`src/rtl/manchester_transmitter.sv`:
```
// Manchester line transmitter.
// Frames a variable-length byte stream as: PREAMBLE_BITS ones, payload bytes
// (MSB first), then one idle bit period held low. Bit 0 is high-then-low,
// bit 1 is low-then-high, and the line rests low. A one-byte holding register
// with a valid/ready handshake feeds the shift register. The frame continues
// while that register is refilled before each byte boundary, up to
// MAX_FRAME_BYTES bytes.
module manchester_transmitter #(
    parameter int HALF_BIT_CYCLES = 8,
    parameter int PREAMBLE_BITS   = 8,
    parameter int MAX_FRAME_BYTES = 16
) (
    input  logic       clock,
    input  logic       reset,
    input  logic [7:0] data_in,
    input  logic       data_valid,
    output logic       data_ready,
    output logic       manchester_out,
    output logic       busy,
    output logic       transmission_begin,
    output logic       frame_done
);

    localparam int HC_W = (HALF_BIT_CYCLES > 1) ? $clog2(HALF_BIT_CYCLES) : 1;
    localparam int PC_W = $clog2(PREAMBLE_BITS + 1);
    localparam int BC_W = $clog2(MAX_FRAME_BYTES + 1);

    localparam logic [HC_W-1:0] HALF_LAST = HC_W'(HALF_BIT_CYCLES - 1);
    localparam logic [PC_W-1:0] PRE_LAST  = PC_W'(PREAMBLE_BITS - 1);
    localparam logic [BC_W-1:0] BYTE_CAP  = BC_W'(MAX_FRAME_BYTES);

    typedef enum logic [1:0] {
        ST_IDLE     = 2'd0,
        ST_PREAMBLE = 2'd1,
        ST_DATA     = 2'd2,
        ST_TRAIL    = 2'd3
    } state_t;

    state_t          r_state;
    logic [HC_W-1:0] r_half_cnt;
    logic            r_phase;
    logic [2:0]      r_bit_idx;
    logic [PC_W-1:0] r_pre_cnt;
    logic [BC_W-1:0] r_byte_cnt;
    logic [7:0]      r_shift;
    logic [7:0]      r_hold;
    logic            r_hold_full;
    logic            r_manchester;
    logic            r_busy;
    logic            r_begin;
    logic            r_done;

    state_t          w_state_nxt;
    logic [HC_W-1:0] w_half_nxt;
    logic            w_phase_nxt;
    logic [2:0]      w_bit_nxt;
    logic [PC_W-1:0] w_pre_nxt;
    logic [BC_W-1:0] w_byte_nxt;
    logic [7:0]      w_shift_nxt;
    logic            w_load;
    logic            w_begin;
    logic            w_done;
    logic            w_line;
    logic            w_half_end;
    logic            w_bit_end;
    logic            w_accept;

    // Ready is the empty flag of the holding register, gated off during reset.
    assign data_ready = !r_hold_full && !reset;
    assign w_accept   = data_valid && data_ready;
    assign w_half_end = (r_half_cnt == HALF_LAST);
    assign w_bit_end  = w_half_end && r_phase;

    assign manchester_out     = r_manchester;
    assign busy               = r_busy;
    assign transmission_begin = r_begin;
    assign frame_done         = r_done;

    // Next-state logic: half-bit timing, framing sequence and byte loads.
    always_comb begin
        w_state_nxt = r_state;
        w_half_nxt  = r_half_cnt;
        w_phase_nxt = r_phase;
        w_bit_nxt   = r_bit_idx;
        w_pre_nxt   = r_pre_cnt;
        w_byte_nxt  = r_byte_cnt;
        w_shift_nxt = r_shift;
        w_load      = 1'b0;
        w_begin     = 1'b0;
        w_done      = 1'b0;

        // Half-bit timebase runs in every active state; the phase flips at each half-bit end.
        if (r_state != ST_IDLE) begin
            if (w_half_end) begin
                w_half_nxt  = {HC_W{1'b0}};
                w_phase_nxt = ~r_phase;
            end else begin
                w_half_nxt  = r_half_cnt + HC_W'(1);
            end
        end else begin
            w_half_nxt = r_half_cnt;
        end

        case (r_state)
            ST_IDLE: begin
                // A byte already waiting, or arriving now, starts a frame.
                if (r_hold_full || w_accept) begin
                    w_state_nxt = ST_PREAMBLE;
                    w_half_nxt  = {HC_W{1'b0}};
                    w_phase_nxt = 1'b0;
                    w_pre_nxt   = {PC_W{1'b0}};
                    w_bit_nxt   = 3'd0;
                    w_begin     = 1'b1;
                end else begin
                    w_state_nxt = ST_IDLE;
                end
            end
            ST_PREAMBLE: begin
                if (w_bit_end && (r_pre_cnt == PRE_LAST)) begin
                    w_state_nxt = ST_DATA;
                    w_load      = 1'b1;
                    w_shift_nxt = r_hold;
                    w_byte_nxt  = BC_W'(1);
                    w_bit_nxt   = 3'd0;
                end else if (w_bit_end) begin
                    w_pre_nxt = r_pre_cnt + PC_W'(1);
                end else begin
                    w_state_nxt = ST_PREAMBLE;
                end
            end
            ST_DATA: begin
                if (w_bit_end && (r_bit_idx == 3'd7)) begin
                    // Byte boundary: chain the next byte only if it was already held.
                    if (r_hold_full && (r_byte_cnt < BYTE_CAP)) begin
                        w_load      = 1'b1;
                        w_shift_nxt = r_hold;
                        w_byte_nxt  = r_byte_cnt + BC_W'(1);
                        w_bit_nxt   = 3'd0;
                    end else begin
                        w_state_nxt = ST_TRAIL;
                    end
                end else if (w_bit_end) begin
                    w_bit_nxt   = r_bit_idx + 3'd1;
                    w_shift_nxt = {r_shift[6:0], 1'b0};
                end else begin
                    w_state_nxt = ST_DATA;
                end
            end
            ST_TRAIL: begin
                if (w_bit_end) begin
                    w_state_nxt = ST_IDLE;
                    w_done      = 1'b1;
                end else begin
                    w_state_nxt = ST_TRAIL;
                end
            end
            default: begin
                w_state_nxt = ST_IDLE;
            end
        endcase
    end

    // Line level for the upcoming cycle: first half is the inverted bit, second half the bit.
    always_comb begin
        w_line = 1'b0;
        case (w_state_nxt)
            ST_PREAMBLE: w_line = w_phase_nxt;
            ST_DATA:     w_line = ~(w_phase_nxt ^ w_shift_nxt[7]);
            default:     w_line = 1'b0;
        endcase
    end

    // State, counters and registered outputs.
    always_ff @(posedge clock) begin
        if (reset) begin
            r_state      <= ST_IDLE;
            r_half_cnt   <= {HC_W{1'b0}};
            r_phase      <= 1'b0;
            r_bit_idx    <= 3'd0;
            r_pre_cnt    <= {PC_W{1'b0}};
            r_byte_cnt   <= {BC_W{1'b0}};
            r_shift      <= 8'd0;
            r_manchester <= 1'b0;
            r_busy       <= 1'b0;
            r_begin      <= 1'b0;
            r_done       <= 1'b0;
        end else begin
            r_state      <= w_state_nxt;
            r_half_cnt   <= w_half_nxt;
            r_phase      <= w_phase_nxt;
            r_bit_idx    <= w_bit_nxt;
            r_pre_cnt    <= w_pre_nxt;
            r_byte_cnt   <= w_byte_nxt;
            r_shift      <= w_shift_nxt;
            r_manchester <= w_line;
            r_busy       <= (w_state_nxt != ST_IDLE);
            r_begin      <= w_begin;
            r_done       <= w_done;
        end
    end

    // Holding register: filled by the handshake, emptied when copied to the shifter.
    always_ff @(posedge clock) begin
        if (reset) begin
            r_hold      <= 8'd0;
            r_hold_full <= 1'b0;
        end else if (w_load) begin
            r_hold_full <= 1'b0;
        end else if (w_accept) begin
            r_hold      <= data_in;
            r_hold_full <= 1'b1;
        end else begin
            r_hold_full <= r_hold_full;
        end
    end

endmodule

```
`config.mk`:
```
export PLATFORM = sky130hd
export DESIGN_NAME = manchester_transmitter
export DESIGN_NICKNAME = d
export VERILOG_FILES = /design/src/rtl/manchester_transmitter.sv
export SDC_FILE = /design/constraint.sdc
export NUM_CORES = 1
export LEC_CHECK = 0
export ABC_AREA = 1
export ABC_CLOCK_PERIOD_IN_PS = 4400
export CAP_MARGIN = 5
export CORE_MARGIN = 5
export CORE_UTILIZATION = 50
export DETAILED_ROUTE_END_ITERATION = 10
export PLACE_DENSITY = 0.82
export SYNTH_ARGS = -nofsm -noshare
export SYNTH_HDL_FRONTEND = slang
export SYNTH_SLANG_ARGS = --single-unit
```
`constraint.sdc`:
```
create_clock -name clock -period 4.4 [get_ports clock]
set_input_delay 1.1 -clock clock [delete_from_list [all_inputs] [get_ports clock]]
set_output_delay 1.1 -clock clock [all_outputs]
set_load 0.01 [all_outputs]
```
==> impl_results.md, run 1 <==
* Status: completed
* Cell Pwr Density at 342 nW/um^2
* Crit Path Max Fanout at 2
* Sw Ratio at 25.5%
* Net Switching at 203 uW
* Max-cap viol count at 0
* Top cells by area, synth: dfxtp_1 (38%), ha_1 (8.6%), nand2_1 (8.1%)
* WL per Instance at 12.2 um
* Placed Cells incl. Taps at 318
* Clock sinks at 39
* Combinational Power Share at 13.7%
* CTS tree: built
* Number of synthesized flops with an enable pin at 0
* Setup TNS at 0 ns
* R2r endpoint: manchester_out$_SDFF_PP0_
* Starting Density at 51.4%
* Synth async-reset ratio at 0%
* Sequential element share of the synthesized area at 38.2%
* Peak supply drop at 260 uV
* Cts hold-fix bufs at 0
* GRT overflow at 0
* Clock latency on the worst-skew pair at 0.30 ns
* Vias in the first global route at 1,692
* Req. time, crit path at 3.30 ns
* Kind of critical path: input pin to output pin
* Detail Route Antenna Nets at 0
* Multi-input logic area at 1060 um^2
* First-pass GRT wire length at 6900 um
* Worst Setup End Kind: output pin
* Worst reg2reg setup slack at 1.83 ns
* DRC at 0
* Hold Crit Start: r_hold[1]$_SDFFE_PP0P_
* Total CTS buffers at 5
* Clock Tree Buf Depth at 2
* Final Setup Violations at 0
* Yosys cell types at 34
* Minimum clock period at 3.44 ns
* GRT met2 Usage at 29.1%
* Sequential Power Share at 47.2%
* Period utilisation layout at 78.1%
* Fin nets at 300
* Most Crowded Layer GR: met2
* Boundary pin count at 16
* DRT iter0 DRCs at 91
* Die Span Y at 73.9 um
* Most frequent cell after synthesis: nand2_1
* Die X at 73.9 um
* Antenna diode count at 0
* Vias at 1,716
* Post-synth top area cell: dfxtp_1
* WL final at 3980 um
* Max Slew Vio Count at 0
* Worst R2R Path Depth at 14
* Rel. slew slack at 65.2%
* Critical R2R Launch: r_half_cnt[0]$_SDFF_PP0_
* Critical Path AT at 2.34 ns
* Clk pwr share at 39.1%
* Grt met3 use at 4.10%
* GP Congestion at 0.864
* Register area at 781 um^2
* Post-route cell area at 2330 um^2
* Area Overhead vs Synth at 13.9%
* Root Buffer: clkbuf_8
* Filler cell count in the final layout at 364
* Crit path launch type: input pin
* Most used flip-flop cell after synthesis: dfxtp_1
* Mapped Area at 2040 um^2
* Dpl cell area at 2210 um^2
* Skew final at 0.00986 ns
* DR pass1 iterations at 5
* Hold path endpoint: r_hold[1]$_SDFFE_PP0P_
* Met1 Usage GRT at 18.1%
* Worst hold-check path type: flop to flop
* Synth top area share at 38.2%
* Hold path depth at 2
* DIE AREA at 5460 um^2
* Layout Cells excl Fill at 326
* Max Freq at 0.291 GHz
* Final hold vios at 0
* Worst Tran Pin Value at 0.517 ns
* Overall Global Routing Usage at 16.4%
* Number of synthesized register bits at 39
* Port-buffer cells at 15
* Post-Synthesis Net Count at 286
* Pint at 593 uW
* Syn Area/Cell at 7.83 um^2
* Top cells by instance count after synthesis: nand2_1 (44), dfxtp_1 (39), inv_1 (34)
* HPWL Detailed at 2990 um
* Vias/cell at 5.26
* Post-Syn Instances at 261
* Leakage at 0.945 nW
* Layout cells sized above 1 at 11.6%
* Initial antenna violation count at 0
* Largest net degree at the start of global routing at 26
* Post-CTS Repair Setup Buffers at 0
* H-tree Lvls at 2
* Core area at 3970 um^2
* Clk slew on worst S/H paths at 0.08 ns
* Rows at 23
* Total Power at 796 uW
* Post_cts resized at 0
* YS warnings at 0
* RSZ-0062 raised after global routing: false
## layout make-up
type                            instances  share of cell area, %
Timing Repair Buffer                   16                   6.77
Multi-Input combinational cell        174                   45.5
Tap cell                               50                   2.69
Inverter                               39                   6.40
Sequential cell                        39                   33.5
Clock inverter                          2                   1.51
Clock buffer                            6                   3.55
## worst max-delay path, stage by stage
cell             delay (ns)
clkdlybuf4s50_1        0.43
nor2_1                 0.22
clkdlybuf4s50_1        0.58
## power by group through the flow
stage	registers, mW	logic (mW)	clock network, mW
after detailed placement	0.384	0.109	0
after global placement	0.383	0.106	0
after global routing	0.377	0.123	0.331
final	0.376	0.109	0.311
after CTS	0.376	0.109	0.315
after floorplan	0.382	0.0798	0
## logic make-up after synthesis
family                     count (synthesis)  share of synthesized area, %
and+or+nand+nor                          100                          26.1
AOI/OAI and AO/OA                         60                          17.2
DFF                                       39                          38.2
adders and majority gates                 14                          8.57
buffers and inverters                     48                          9.92
## layout by cell type (no fill, tap or decap), drive strengths merged, types with 3 or more instances in the layout
cell type      Yosys  routed
nand2             49      49
dfxtp             39      39
inv               39      39
a21oi             27      27
o21ai             24      24
nand3             19      19
nor2              17      17
clkdlybuf4s50      0      15
ha                14      14
nor3               7       7
clkbuf             0       6
nand4              4       4
a31oi              3       3
a211oi             3       3
nor3b              3       3
## stage by stage
stage	hold WS (ns)	utilization [%]	worst slack, ns
floorplan	0.424	-	1.82
global placement	0.442	55.6	0.968
detailed placement	0.448	55.6	0.964
CTS	0.459	58.6	0.956
global route	0.479	58.6	0.897
finish	0.455	58.6	0.965
## routing by layer
layer	share of wire, %	wire length, um	vias up
met1	44	1740	792
met4	2.0	80	0
met2	50	1980	31
li1	-	-	887
met5	0	0	-
met3	4.3	172	6
## worst max path at each step
stage / start / slack [ns] / endpoint / cells past startpoint
after floorplan: reset / 1.82 / data_ready / 2
after global placement: reset / 0.97 / data_ready / 3
after detailed placement: reset / 0.96 / data_ready / 3
after CTS: reset / 0.96 / data_ready / 3
after global routing: reset / 0.90 / data_ready / 3
final: reset / 0.96 / data_ready / 3
## sequential cells by signal, indices dropped and copies added, names as in the netlist
name,cells
r_shift,8
r_pre_cnt,4
r_state,2
r_phase,1
manchester_out,1
busy,1
r_byte_cnt,5
r_half_cnt,3
transmission_begin,1
frame_done,1
r_bit_idx,3
r_hold_full,1
r_hold,8
Note: power is estimated with default switching activity, not from simulation.
==> inputs of run 2 (changes only) <==
--- a/config.mk
+++ b/config.mk
@@ -6,12 +6,12 @@
 export NUM_CORES = 1
 export LEC_CHECK = 0
 export ABC_AREA = 1
-export ABC_CLOCK_PERIOD_IN_PS = 4400
+export ABC_CLOCK_PERIOD_IN_PS = 3100
 export CAP_MARGIN = 5
 export CORE_MARGIN = 5
 export CORE_UTILIZATION = 50
 export DETAILED_ROUTE_END_ITERATION = 10
-export PLACE_DENSITY = 0.82
+export PLACE_DENSITY = 0.85
 export SYNTH_ARGS = -nofsm -noshare
 export SYNTH_HDL_FRONTEND = slang
 export SYNTH_SLANG_ARGS = --single-unit
==> constraint.sdc (replaced) <==
create_clock -name clock -period 3.1 [get_ports clock]
set_input_delay 0.775 -clock clock [delete_from_list [all_inputs] [get_ports clock]]
set_output_delay 0.775 -clock clock [all_outputs]
set_load 0.01 [all_outputs]
==> run 2 against run 1 <==
Clock skew is 0.0030 ns lower. Sequential share of layout area is 0.27 points lower. Highest routed layer unchanged. Clock power is 64% higher. Via count is 1.7% higher. Register-to-register slack worse by 1.4 ns. Largest cell class unchanged. Sequential cell count stayed put. Global-route usage is 0.60 points higher. Final cell count stayed put. Design area is 0.81% higher. First-iteration DRC count is 32% lower. Routed wire length is 6.1% higher.
==> impl_results.md, run 2 (synthesis results as in run 1) <==
* Vias at 1,745 (+1.7%)
* Vias in the first global route at 1,692 (unchanged)
* Crit path launch type: input pin
* CTS tree: built
* Levels on crit path at 3 (unchanged)
* Boundary pin count at 16 (unchanged)
* Max Slew Vio Count at 0 (unchanged)
* Worst hold-check path type: flop to flop
* Clock sinks at 39 (unchanged)
* Die Span Y at 73.9 um (unchanged)
* Skew final at 0.00686 ns (-0.00300 ns)
* Clk slew on worst S/H paths at 0.08 ns (about the same)
* DR pass1 iterations at 4 (-1)
* WL per Instance at 12.9 um (+6.1%)
* Pint at 902 uW (+52%)
* Layout cells sized above 1 at 11.6% (unchanged)
* Clock Tree Buf Depth at 2 (unchanged)
* Detail Route Antenna Nets at 0 (unchanged)
* Most used cell, CP: clkdlybuf4s50_1
* CP Buf/Inv Count at 2 (unchanged)
* RSZ-0062 raised after global routing: false
* Cts hold-fix bufs at 0 (unchanged)
* Worst Setup End Kind: output pin
* First-pass GRT wire length at 7220 um (+4.7%)
* Rel. slew slack at 66.1% (+0.82 points)
* WL final at 4220 um (+6.1%)
* Fin nets at 300 (unchanged)
* CP top delay family: buffers and inverters
* Peak supply drop at 390 uV (+50%)
* Hold path depth at 2 (unchanged)
* GRT overflow at 0 (unchanged)
* Leakage at 0.949 nW (+0.34%)
* Starting Density at 51.4% (unchanged)
* DRT iter0 DRCs at 62 (-32%)
* Final Setup Violations at 0 (unchanged)
* Core area at 3970 um^2 (unchanged)
* HPWL Detailed at 3020 um (+0.97%)
* Worst R2R Path Depth at 14 (unchanged)
* Area Overhead vs Synth at 14.8%
* Die X at 73.9 um (unchanged)
* Period utilisation layout at 89.5%
* Layout Cells excl Fill at 326 (unchanged)
* Max incr delay on CP at 0.59 ns (about the same)
* Post_cts resized at 0 (unchanged)
* Most common cell after layout, fill and taps aside: nand2_1
* Fin Hold WS at 0.454 ns (-0.00157 ns)
* Root Buffer: clkbuf_8
* Clock latency on the worst-skew pair at 0.30 ns (about the same)
* Max Freq at 0.361 GHz
* H-tree Lvls at 2 (unchanged)
* Largest net degree at the start of global routing at 26 (unchanged)
* Vias/cell at 5.35 (+1.7%)
* Port-buffer cells at 15 (unchanged)
* CP max stage cell: clkdlybuf4s50_1
* Total Power at 1.20 mW (+51%)
* Req. time, crit path at 2.32 ns (-0.98 ns)
* Clk pwr share at 42.4% (+3.3 points)
* Sw Ratio at 24.9% (-0.63 points)
* Max-cap viol count at 0 (unchanged)
* Post-CTS Repair Setup Buffers at 0 (unchanged)
* Most frequent cells in the layout: nand2_1 (44), dfxtp_1 (39), inv_1 (34), a21oi_1 (26), o21ai_0 (18)
* DIE AREA at 5460 um^2 (unchanged)
* Status: completed
* Sequential Power Share at 44.4% (-2.8 points)
* GP Congestion at 0.818 (-5.3%)
* Worst Tran Pin Value at 0.505 ns (-0.0122 ns)
* Regs by FF count: r_hold: 8 flops, r_shift: 8 flops, r_byte_cnt: 5 flops
* Cell Pwr Density at 512 nW/um^2 (+50%)
* Net Switching at 299 uW (+47%)
* Total CTS buffers at 5 (unchanged)
* DRC at 0 (unchanged)
* Critical Path AT at 2.00 ns (-0.34 ns)
* CP cell instances: clkdlybuf4s50_1, nor2_1, clkdlybuf4s50_1
* Kind of critical path: input pin to output pin
* Overall Global Routing Usage at 17.0% (+0.60 points)
* Minimum clock period at 2.77 ns
* Final hold vios at 0 (unchanged)
* Setup TNS at 0 ns (unchanged)
* Antenna diode count at 0 (unchanged)
* Combinational Power Share at 13.3% (-0.4 points)
* Crit Path Max Fanout at 2 (unchanged)
* Placed Cells incl. Taps at 318 (unchanged)
* Rows at 23 (unchanged)
* Initial antenna violation count at 0 (unchanged)
==> run 2: routing by layer <==
metal | up-vias | share of wire [%] | wire (um) | GRT usage, %
li1 | 887 | - | - | -
met1 | 803 | 43 | 1830 | 20.1
met2 | 47 | 50 | 2090 | 29.0
met3 | 8 | 5.5 | 231 | 4.65
met4 | 0 | 1.7 | 70 | 6.84
met5 | - | 0 | 0 | 0
==> run 2: power groups by stage <==
stage	clock network, mW	registers (mW)	logic, mW
global route	0.540	0.535	0.175
detailed placement	0	0.544	0.157
floorplan	0	0.543	0.113
finish	0.509	0.533	0.159
global placement	0	0.543	0.151
CTS	0.515	0.533	0.160
==> run 2: cell type report <==
class / count / area, um^2
clock buffer: 5 / 68.8
inverter: 39 / 149
tap: 50 / 62.6
clock inverter: 3 / 67.6
timing repair buffer: 16 / 158
fill: 348 / 1630
multi-input combinational: 174 / 1060
sequential: 39 / 781
==> run 2: through the flow <==
stage               instance area (um^2)  utilization [%]  setup slack, ns
floorplan                           2040                -            0.894
global placement                    2210             55.6            0.319
detailed placement                  2210             55.6            0.335
CTS                                 2350             59.1            0.326
global route                        2350             59.1            0.245
finish                              2350             59.1            0.327
==> run 2: final timing paths <==
check	startpoint	end	slack (ns)
max	reset	data_ready	0.33
min	r_hold[0]$_SDFFE_PP0P_	r_hold[0]$_SDFFE_PP0P_	0.45
max reg2reg	r_half_cnt[0]$_SDFF_PP0_	manchester_out$_SDFF_PP0_	0.47
min reg2reg	r_hold[0]$_SDFFE_PP0P_	r_hold[0]$_SDFFE_PP0P_	0.45
==> run 2: tightest hold or removal path, delay by kind of cell (launching register included) <==
family / cells / cell delay [ns]
AOI/OAI and AO/OA: 1 / 0.05
buffers and inverters: 1 / 0.05
DFF: 1 / 0.32
==> inputs of run 3 (changes only) <==
--- a/config.mk
+++ b/config.mk
@@ -7,11 +7,12 @@
 export LEC_CHECK = 0
 export ABC_AREA = 1
 export ABC_CLOCK_PERIOD_IN_PS = 3100
-export CAP_MARGIN = 5
+export CAP_MARGIN = 25
 export CORE_MARGIN = 5
 export CORE_UTILIZATION = 50
 export DETAILED_ROUTE_END_ITERATION = 10
 export PLACE_DENSITY = 0.85
+export SETUP_SLACK_MARGIN = 0.05
 export SYNTH_ARGS = -nofsm -noshare
 export SYNTH_HDL_FRONTEND = slang
 export SYNTH_SLANG_ARGS = --single-unit
==> results of run 3 <==
No change in the layout: final DEF, timing and power equal those of run 2.
